$ cat src/rtl/char_term_ctrl.sv
// Character terminal controller: turns a byte stream into character-buffer writes with cursor, scroll and clear.
// Optional CHAR_TERM_CLEAR_ON_RESET_EN: clear the whole screen right after reset release.
module char_term_ctrl #(
    parameter int COLS      = 80,
    parameter int ROWS      = 24,
    parameter int ADDR_BITS = 11
) (
    input  logic                 clk,
    input  logic                 resetn,
    input  logic [7:0]           in_data,
    input  logic                 in_valid,
    output logic                 in_ready,
    output logic [7:0]           buf_din,
    output logic [ADDR_BITS-1:0] buf_waddr,
    output logic                 buf_wen,
    output logic                 buf_graphic,
    output logic [4:0]           top_row,
    output logic [6:0]           cursor_col,
    output logic [4:0]           cursor_row,
    output logic                 busy
);

    typedef enum logic [1:0] {
        IDLE,
        WRITE,
        CLEAR_LINE,
        CLEAR_ALL
    } state_t;

    localparam logic [ADDR_BITS-1:0] CELL_LAST = ADDR_BITS'(ROWS * COLS - 1);
    localparam logic [ADDR_BITS-1:0] LINE_SPAN = ADDR_BITS'(COLS - 1);
    localparam logic [6:0]           COL_LAST  = 7'(COLS - 1);
    localparam logic [4:0]           ROW_LAST  = 5'(ROWS - 1);
    localparam logic [7:0]           BLANK     = 8'h20;

`ifdef CHAR_TERM_CLEAR_ON_RESET_EN
    localparam logic CLEAR_ON_RESET = 1'b1;
`else
    localparam logic CLEAR_ON_RESET = 1'b0;
`endif

    state_t                 state_q;
    logic                   in_ready_q;
    logic [7:0]             buf_din_q;
    logic [ADDR_BITS-1:0]   buf_waddr_q;
    logic                   buf_wen_q;
    logic                   buf_graphic_q;
    logic [4:0]             top_row_q;
    logic [6:0]             cursor_col_q;
    logic [4:0]             cursor_row_q;
    logic                   busy_q;
    logic                   gmode_q;
    logic [ADDR_BITS-1:0]   clr_last_q;
    logic                   pend_clr_q;

    logic [5:0]             row_raw;
    logic [5:0]             row_phys;
    logic [ADDR_BITS-1:0]   wr_addr_d;
    logic [ADDR_BITS-1:0]   scroll_base_d;
    logic [4:0]             top_row_d;

    always_comb begin
        row_raw  = {1'b0, top_row_q} + {1'b0, cursor_row_q};
        row_phys = (row_raw >= 6'(ROWS)) ? row_raw - 6'(ROWS) : row_raw;
        wr_addr_d = ADDR_BITS'(row_phys) * ADDR_BITS'(COLS) + ADDR_BITS'(cursor_col_q);
        // After a scroll the new bottom physical row is the one that used to be on top.
        scroll_base_d = ADDR_BITS'(top_row_q) * ADDR_BITS'(COLS);
        top_row_d = (top_row_q == ROW_LAST) ? '0 : top_row_q + 5'd1;
    end

    always_ff @(posedge clk or negedge resetn) begin
        if (!resetn) begin
            state_q       <= IDLE;
            in_ready_q    <= 1'b0;
            buf_din_q     <= '0;
            buf_waddr_q   <= '0;
            buf_wen_q     <= 1'b0;
            buf_graphic_q <= 1'b0;
            top_row_q     <= '0;
            cursor_col_q  <= '0;
            cursor_row_q  <= '0;
            busy_q        <= 1'b0;
            gmode_q       <= 1'b0;
            clr_last_q    <= '0;
            pend_clr_q    <= CLEAR_ON_RESET;
        end else begin
            buf_wen_q <= 1'b0;
            case (state_q)
                IDLE: begin
                    in_ready_q <= 1'b1;
                    if (pend_clr_q) begin
                        pend_clr_q    <= 1'b0;
                        state_q       <= CLEAR_ALL;
                        in_ready_q    <= 1'b0;
                        busy_q        <= 1'b1;
                        buf_wen_q     <= 1'b1;
                        buf_din_q     <= BLANK;
                        buf_graphic_q <= 1'b0;
                        buf_waddr_q   <= '0;
                        clr_last_q    <= CELL_LAST;
                    end else if (in_valid && in_ready_q) begin
                        if (in_data >= 8'h20) begin
                            state_q       <= WRITE;
                            in_ready_q    <= 1'b0;
                            buf_wen_q     <= 1'b1;
                            buf_din_q     <= in_data;
                            buf_graphic_q <= gmode_q;
                            buf_waddr_q   <= wr_addr_d;
                        end else begin
                            case (in_data)
                                8'h0D: cursor_col_q <= '0;
                                8'h0A: begin
                                    if (cursor_row_q != ROW_LAST) begin
                                        cursor_row_q <= cursor_row_q + 5'd1;
                                    end else begin
                                        top_row_q     <= top_row_d;
                                        state_q       <= CLEAR_LINE;
                                        in_ready_q    <= 1'b0;
                                        busy_q        <= 1'b1;
                                        buf_wen_q     <= 1'b1;
                                        buf_din_q     <= BLANK;
                                        buf_graphic_q <= 1'b0;
                                        buf_waddr_q   <= scroll_base_d;
                                        clr_last_q    <= scroll_base_d + LINE_SPAN;
                                    end
                                end
                                8'h08: begin
                                    if (cursor_col_q != '0) cursor_col_q <= cursor_col_q - 7'd1;
                                end
                                8'h0E: gmode_q <= 1'b1;
                                8'h0F: gmode_q <= 1'b0;
                                8'h0C: begin
                                    state_q       <= CLEAR_ALL;
                                    in_ready_q    <= 1'b0;
                                    busy_q        <= 1'b1;
                                    buf_wen_q     <= 1'b1;
                                    buf_din_q     <= BLANK;
                                    buf_graphic_q <= 1'b0;
                                    buf_waddr_q   <= '0;
                                    clr_last_q    <= CELL_LAST;
                                end
                                default: ;
                            endcase
                        end
                    end
                end
                WRITE: begin
                    if (cursor_col_q != COL_LAST) begin
                        cursor_col_q <= cursor_col_q + 7'd1;
                        state_q      <= IDLE;
                        in_ready_q   <= 1'b1;
                    end else begin
                        cursor_col_q <= '0;
                        if (cursor_row_q != ROW_LAST) begin
                            cursor_row_q <= cursor_row_q + 5'd1;
                            state_q      <= IDLE;
                            in_ready_q   <= 1'b1;
                        end else begin
                            top_row_q     <= top_row_d;
                            state_q       <= CLEAR_LINE;
                            busy_q        <= 1'b1;
                            buf_wen_q     <= 1'b1;
                            buf_din_q     <= BLANK;
                            buf_graphic_q <= 1'b0;
                            buf_waddr_q   <= scroll_base_d;
                            clr_last_q    <= scroll_base_d + LINE_SPAN;
                        end
                    end
                end
                CLEAR_LINE, CLEAR_ALL: begin
                    if (buf_waddr_q == clr_last_q) begin
                        state_q    <= IDLE;
                        busy_q     <= 1'b0;
                        in_ready_q <= 1'b1;
                        if (state_q == CLEAR_ALL) begin
                            cursor_col_q <= '0;
                            cursor_row_q <= '0;
                            top_row_q    <= '0;
                        end
                    end else begin
                        buf_wen_q   <= 1'b1;
                        buf_waddr_q <= buf_waddr_q + ADDR_BITS'(1);
                    end
                end
                default: state_q <= IDLE;
            endcase
        end
    end

    assign in_ready    = in_ready_q;
    assign buf_din     = buf_din_q;
    assign buf_waddr   = buf_waddr_q;
    assign buf_wen     = buf_wen_q;
    assign buf_graphic = buf_graphic_q;
    assign top_row     = top_row_q;
    assign cursor_col  = cursor_col_q;
    assign cursor_row  = cursor_row_q;
    assign busy        = busy_q;

endmodule

$ cat config.mk
export PLATFORM = sky130hd
export DESIGN_NAME = char_term_ctrl
export DESIGN_NICKNAME = d
export VERILOG_FILES = /design/src/rtl/char_term_ctrl.sv
export SDC_FILE = /design/constraint.sdc
export NUM_CORES = 1
export LEC_CHECK = 0
export CAP_MARGIN = 20
export CORE_UTILIZATION = 40
export DETAILED_ROUTE_END_ITERATION = 8
export GPL_ROUTABILITY_DRIVEN = 0
export MAX_ROUTING_LAYER = met4
export PLACE_DENSITY = 0.69
export REMOVE_ABC_BUFFERS = 1
export SETUP_SLACK_MARGIN = 0.5
export SKIP_CTS_REPAIR_TIMING = 1
export SLEW_MARGIN = 25
export SYNTH_ARGS = -nofsm -noshare
export SYNTH_HDL_FRONTEND = slang
export SYNTH_SLANG_ARGS = --single-unit
$ cat constraint.sdc
create_clock -name clk -period 5.9 [get_ports clk]
set_input_delay 0.885 -clock clk [delete_from_list [all_inputs] [get_ports clk]]
set_output_delay 0.885 -clock clk [all_outputs]
set_load 0.02 [all_outputs]
==> summary.txt, run 1 <==
==========================================================================================
Outcome                                                                       finished, final reports clean
Synthesized-area fraction occupied by ao, oa, aoi and oai cells                      26.2%
Sequence of cells on the critical path                                        ha_1 > inv_1 > fa_1 > nor2b_1 > o21a_1 > nor2_1 > xnor2_1 > ha_1 > o21ba_2 > a211o_1 > nand4_1 > and3_1 > ha_1 > fa_1 > nand2_1 > or4b_2 > a311oi_1 > a221o_1
Clock transition at the registers of the reported paths                            0.11 ns
Capture endpoint of the worst hold path                                       clr_last_q[1]
Global-route usage over all layers                                                   22.5%
Prevailing post-synth register cell                                                dfrtp_1
Global-route wire length before repair                                            19400 µm
Die Area                                                                         10900 µm²
CTS Root Cell                                                                     clkbuf_8
Setup clock skew after layout                                                    0.0137 ns
Final number of max-transition violations                                                0
Final setup TNS                                                                       0 ns
Fraction of registers with async set or reset after synthesis                         100%
Max rail drop VDD                                                              0.0000803 V
Top fanout value on the critical path                                                   10
Congestion Overflow GR                                                                   0
Critical path's slowest cell                                                        or4b_2
Routed vias                                                                           3870
Required time at the endpoint of the critical path                                 6.17 ns
Largest stage delay on the critical path                                           0.63 ns
Die height                                                                          104 µm
Largest family of logic cells by synthesized area                             compound AO/OA/AOI/OAI gates
Crit share post-route                                                                83.7%
Mapped Area                                                                       4180 µm²
Bufs on Longest Clock Path                                                               2
Initial antenna violation count                                                          0
Reported leakage power                                                             2.01 nW
CTS H-Tree Depth                                                                         2
Count of flip-flops with a built-in enable after synthesis                               0
Cells taking the most area after synthesis                                    dfrtp_1 (32%), ha_1 (8.4%), xnor2_1 (5.0%)
Number of endpoints failing setup at the final stage                                     0
Fin crit period                                                                    4.94 ns
Post-synth top area cell                                                           dfrtp_1
Pin count of the biggest net entering global routing                                    55
Sequential area share after synthesis                                                32.3%
Number of cells traversed by the worst hold path                                         1
I/O Pins                                                                                51
Core area                                                                         9950 µm²
Total CTS buffers                                                                        5
Critical path's most frequent cell                                                    ha_1
DR pass1 iterations                                                                      5
CTS tree                                                                               yes
Reg2reg path depth                                                                      18
Violation count after the first detailed-route iteration                               258
Final antenna-violating net count                                                        0
Kind of critical path                                                         register to register
Mux contribution to synthesized area                                                0.509%
Port Buf Inserts                                                                        50
YS warnings                                                                              0
Clock tree sinks                                                                        54
Number of global-route vias before repair                                             3773
Die Wd                                                                              104 µm
FF-to-FF Start                                                                  top_row[0]
Total of flip-flops plus latches after synthesis                                        54
Most common cell after layout, fill and taps aside                                 dfrtp_1
Reg2Reg Setup Slack                                                                0.96 ns
F_max                                                                            0.202 GHz
Final Hold Viols                                                                         0
Layout cells sized above 1                                                           6.11%
Synthesized area divided by synthesized cell count                                8.86 µm²
Nets                                                                                   549
Share of the synthesized area in the top cell type                                   32.3%
Util after Layout                                                                    48.6%
Type of the tightest min-delay check                                          register to register
Data arrival time of the critical path                                             5.21 ns
Worst setup EP type                                                               register
HPWL after DPL                                                                     8410 µm
Slew Limit Headroom                                                                  49.6%
XOR/XNOR Fraction of Synth Area                                                      6.49%
Routed wire length                                                                11600 µm
Setup repair after global routing missed its margin                                  false
Post-detailed-route via-to-cell ratio                                                 6.05
Simple-Gate Fraction of Synth Area                                                   19.7%
Buffers plus inverters on the worst setup path                                           1
RR Endpoint                                                                   buf_waddr[9]
Top cell family by delay on the critical path                                  adder cells
Tightest Pin Transition                                                           0.755 ns
Initial standard-cell utilization of the core                                        42.0%
Clock Latency Late Sink                                                            0.33 ns
Synthesis-to-finish area growth                                                      15.7%
Row count                                                                               36
Synthesized netlist cell count                                                         472
Share of synthesized cell area in full adder, half adder and majority cells          10.3%
Final routed DRC violation total                                                         0
Max-capacitance violation count                                                          0
Post-detailed-route wirelength per cell                                            18.1 µm
Kind of start point of the critical path                                          register
Most frequent cells in the layout                                             dfrtp_1 (54), clkdlybuf4s50_1 (49), nand2_1 (42), a21oi_1 (34), nor2_1 (33)
Worst hold start                                                              clr_last_q[1]
Power density cells                                                             143 nW/µm²
Number of distinct library cells after synthesis                                        74
Antenna diode instance count                                                             0
==========================================================================================
registers in the layout (all words and copies together) (netlist names):
name and cells:
busy 1, in_ready 1, buf_waddr 11, cursor_col 7, gmode_q 1, buf_graphic 1
state_q 2, buf_wen 1, top_row 5, clr_last_q 11, cursor_row 5, buf_din 8
synthesized netlist by cell type, types with 5 or more instances:
cell / count
xnor2_1: 24
a21oi_1: 34
o21ai_0: 27
inv_1: 19
nand3_1: 17
or3_1: 5
xor2_1: 7
or2_2: 6
clkbuf_1: 16
o31ai_1: 5
buf_2: 5
o22a_1: 8
nor2_1: 33
a31oi_1: 6
nand2_1: 42
ha_1: 28
dfrtp_1: 54
a22o_1: 9
nand4_1: 7
a21o_1: 6
and3_1: 6
a211o_1: 5
nor3_1: 10
per-stage QoR:
step | instances | power (mW) | setup slack [ns] | hold WS, ns | area (µm²)
floorplan | 447 | 0.429 | 1.26 | 0.460 | 4070
global placement | 632 | 0.469 | 1.21 | 0.475 | 4750
detailed placement | 632 | 0.469 | 1.05 | 0.475 | 4750
CTS | 640 | 0.695 | 1.03 | 0.501 | 4840
global route | 640 | 0.716 | 0.639 | 0.512 | 4840
finish | 640 | 0.691 | 0.961 | 0.499 | 4840
layout make-up:
class	instances	area, µm²
Multi-Input combinational cell	373	2640
Inverter	20	75.1
Fill cell	941	5110
Clock inverter	3	25.0
Timing Repair Buffer	52	510
Clock buffer	5	68.8
Tap cell	133	166
Sequential cell	54	1350
how the worst max path moves through the flow:
stage | to | slack (ns) | depth (start not counted) | from
finish | buf_waddr[9] | 0.96 | 18 | top_row[0]
global route | buf_waddr[9] | 0.64 | 18 | top_row[0]
CTS | buf_waddr[9] | 1.03 | 18 | top_row[0]
detailed placement | buf_waddr[9] | 1.05 | 18 | top_row[0]
global placement | buf_waddr[9] | 1.21 | 18 | top_row[0]
floorplan | buf_waddr[9] | 1.26 | 18 | top_row[0]
where the power goes:
part	switching, mW	internal, mW	total [mW]
combinational	0.0394	0.0335	0.0729
sequential	0.0144	0.375	0.390
clock	0.142	0.0862	0.228
layer usage:
metal  track usage, %  vias up  share of wire, %
li1                 -     1837                 -
met1             30.2     1883                48
met2             36.3      132                46
met3             3.20       18               4.9
met4             4.39        0               1.4
met5                -        -                 0
kinds of logic (layout without fill, tap and decap cells):
group           after synthesis  after routing
compound gates              153            153
xor+xnor                     31             31
fa+ha+maj                    32             32
buf+inv                      45             80
flops                        54             54
mux                           2              2
simple gates                155            155
Note: power is estimated with default switching activity, not from simulation.
==> run 2, diff against run 1 <==
--- a/config.mk
+++ b/config.mk
@@ -10,7 +10,7 @@
 export DETAILED_ROUTE_END_ITERATION = 8
 export GPL_ROUTABILITY_DRIVEN = 0
 export MAX_ROUTING_LAYER = met4
-export PLACE_DENSITY = 0.69
+export PLACE_DENSITY = 0.71
 export REMOVE_ABC_BUFFERS = 1
 export SETUP_SLACK_MARGIN = 0.5
 export SKIP_CTS_REPAIR_TIMING = 1
==> constraint.sdc (replaced) <==
create_clock -name clk -period 4.01 [get_ports clk]
set_input_delay 0.6015 -clock clk [delete_from_list [all_inputs] [get_ports clk]]
set_output_delay 0.6015 -clock clk [all_outputs]
set_load 0.02 [all_outputs]
==> summary.txt, run 2 (synthesis results as in run 1) <==
=======================================================================
Outcome                                                    complete, but fails checks
Violations in the final reports                            setup timing
Die Area                                                      10900 µm²
CTS H-Tree Depth                                                      2
Setup repair after global routing missed its margin                true
Top fanout value on the critical path                                 2
Port Buf Inserts                                                     50
CTS Root Cell                                                  clkbuf_8
Reg2Reg Setup Slack                                            -0.17 ns
Sum of met3 wire segment lengths after detailed routing          746 µm
Routed wire length                                             12200 µm
Kind of critical path                                      register to register
Congestion Overflow GR                                                0
Clock transition at the registers of the reported paths         0.10 ns
Fin crit period                                                 4.18 ns
Type of the tightest min-delay check                       primary input to asynchronous set/reset pin
Data arrival time of the critical path                          4.38 ns
Sequence of cells on the critical path                     ha_2 > inv_2 > fa_2 > nor2b_1 > o21a_1 > nor2_1 > xnor2_1 > ha_1 > o21ba_4 > a211o_1 > nand2_1 > and3_4 > ha_4 > fa_2 > buf_4 > buf_6 > o2111ai_4 > xnor2_2 > xnor2_1 > xnor2_1 > a31oi_1
Overall power                                                   1.07 mW
Max-capacitance violation count                                       0
Post-detailed-route via-to-cell ratio                              6.11
Final routed DRC violation total                                      0
I/O Pins                                                             51
Top cell family by delay on the critical path               adder cells
Setup clock skew after layout                                0.00611 ns
Critical path's slowest cell                                       fa_2
RR Endpoint                                                buf_waddr[10]
Filler cell count                                                   936
Die height                                                       104 µm
Critical Path Stages                                                 21
Setup ws final                                                -0.166 ns
Largest stage delay on the critical path                        0.53 ns
Final setup TNS                                               -0.378 ns
Worst hold slack                                               0.381 ns
Row count                                                            36
Global-route usage over all layers                                23.1%
Violation count after the first detailed-route iteration            333
Final antenna-violating net count                                     0
Die Wd                                                           104 µm
Routed length on met1                                           5360 µm
Crit share post-route                                              104%
Post-detailed-route wirelength per cell                         18.1 µm
Initial standard-cell utilization of the core                     42.0%
Total CTS buffers                                                     5
Clock tree sinks                                                     54
Most frequent cells in the layout                          dfrtp_1 (54), clkdlybuf4s50_1 (49), nand2_1 (42), a21oi_1 (34), buf_4 (34)
Layout cells sized above 1                                        13.9%
Core area                                                      9950 µm²
Buffers plus inverters on the worst setup path                        3
HPWL after DPL                                                  8950 µm
Most common cell after layout, fill and taps aside              dfrtp_1
Kind of start point of the critical path                       register
CTS tree                                                            yes
Global-route wire length before repair                         19800 µm
Highest Signal Layer                                               met4
Bufs on Longest Clock Path                                            2
Routed vias                                                        4113
Slew Limit Headroom                                               43.2%
FF-to-FF Start                                             cursor_row[0]
Worst setup EP type                                            register
Launch point of the worst path                             cursor_row[0]
Required time at the endpoint of the critical path              4.21 ns
Number of endpoints failing setup at the final stage                  3
Number of global-route vias before repair                          3946
Reported leakage power                                          2.19 nW
Initial antenna violation count                                       0
Final Hold Viols                                                      0
Routed length on met2                                           5750 µm
Final number of max-transition violations                             0
Tightest Pin Transition                                        0.852 ns
Nets                                                                582
Reg2reg path depth                                                   21
Clock Latency Late Sink                                         0.32 ns
F_max                                                         0.239 GHz
Antenna diode instance count                                          0
Pin count of the biggest net entering global routing                 39
Critical path's most frequent cell                              xnor2_1
Synthesis-to-finish area growth                                   24.2%
Crit path to                                               buf_waddr[10]
Power density cells                                          205 nW/µm²
Max rail drop VDD                                            0.000146 V
DR pass1 iterations                                                   5
=======================================================================
-- run 2: worst min path at each step --
| stage | from | end | slack [ns] | cells past startpoint |
|---|---|---|---|---|
| finish | resetn | buf_din[7] | 0.38 | 1 |
| global route | resetn | buf_din[7] | 0.46 | 1 |
| CTS | resetn | buf_din[7] | 0.40 | 1 |
| detailed placement | clr_last_q[0] | clr_last_q[0] | 0.48 | 1 |
| global placement | gmode_q | gmode_q | 0.47 | 2 |
| floorplan | resetn | buf_din[0] | 0.31 | 0 |
-- run 2: worst reg2reg max path, stage by stage, from the launching register on --
cell and delay, ns:
dfrtp_1 0.37, ha_2 0.19, inv_2 0.04, fa_2 0.36, nor2b_1 0.12, o21a_1 0.15
nor2_1 0.05, xnor2_1 0.15, ha_1 0.32, o21ba_4 0.16, a211o_1 0.24, nand2_1 0.08
and3_4 0.20, ha_4 0.20, fa_2 0.53, buf_4 0.11, buf_6 0.10, o2111ai_4 0.11
xnor2_2 0.17, xnor2_1 0.19, xnor2_1 0.13, a31oi_1 0.09
-- run 2: metrics by stage --
stage,cell area (µm²),setup WS [ns],util (%),instances
after detailed placement,4960,-0.517,49.8,660
after global placement,4960,-0.336,49.8,660
after floorplan,4070,-0.631,-,447
final,5190,-0.166,52.2,673
after global routing,5190,-0.299,52.2,673
after CTS,5070,-0.538,50.9,668
-- run 2: power by group --
part / switching (mW) / leakage (nW) / internal, mW
sequential: 0.0218 / 0.667 / 0.552
clock: 0.196 / 0.0504 / 0.186
combinational: 0.0598 / 1.47 / 0.0495
-- run 2: layer usage --
layer / vias to the layer above / GRT usage, %
met5: - / -
met4: 0 / 6.84
met3: 36 / 3.26
met2: 184 / 37.5
met1: 1996 / 30.1
li1: 1897 / -
-- run 2: layout make-up --
type	instances	area, µm²	area share, %
multi-input combinational	373	2720	52.5
sequential	54	1350	26.0
clock inverter	3	45.0	0.867
clock buffer	5	68.8	1.33
tap	133	166	3.20
timing repair buffer	85	762	14.7
inverter	20	75.1	1.45
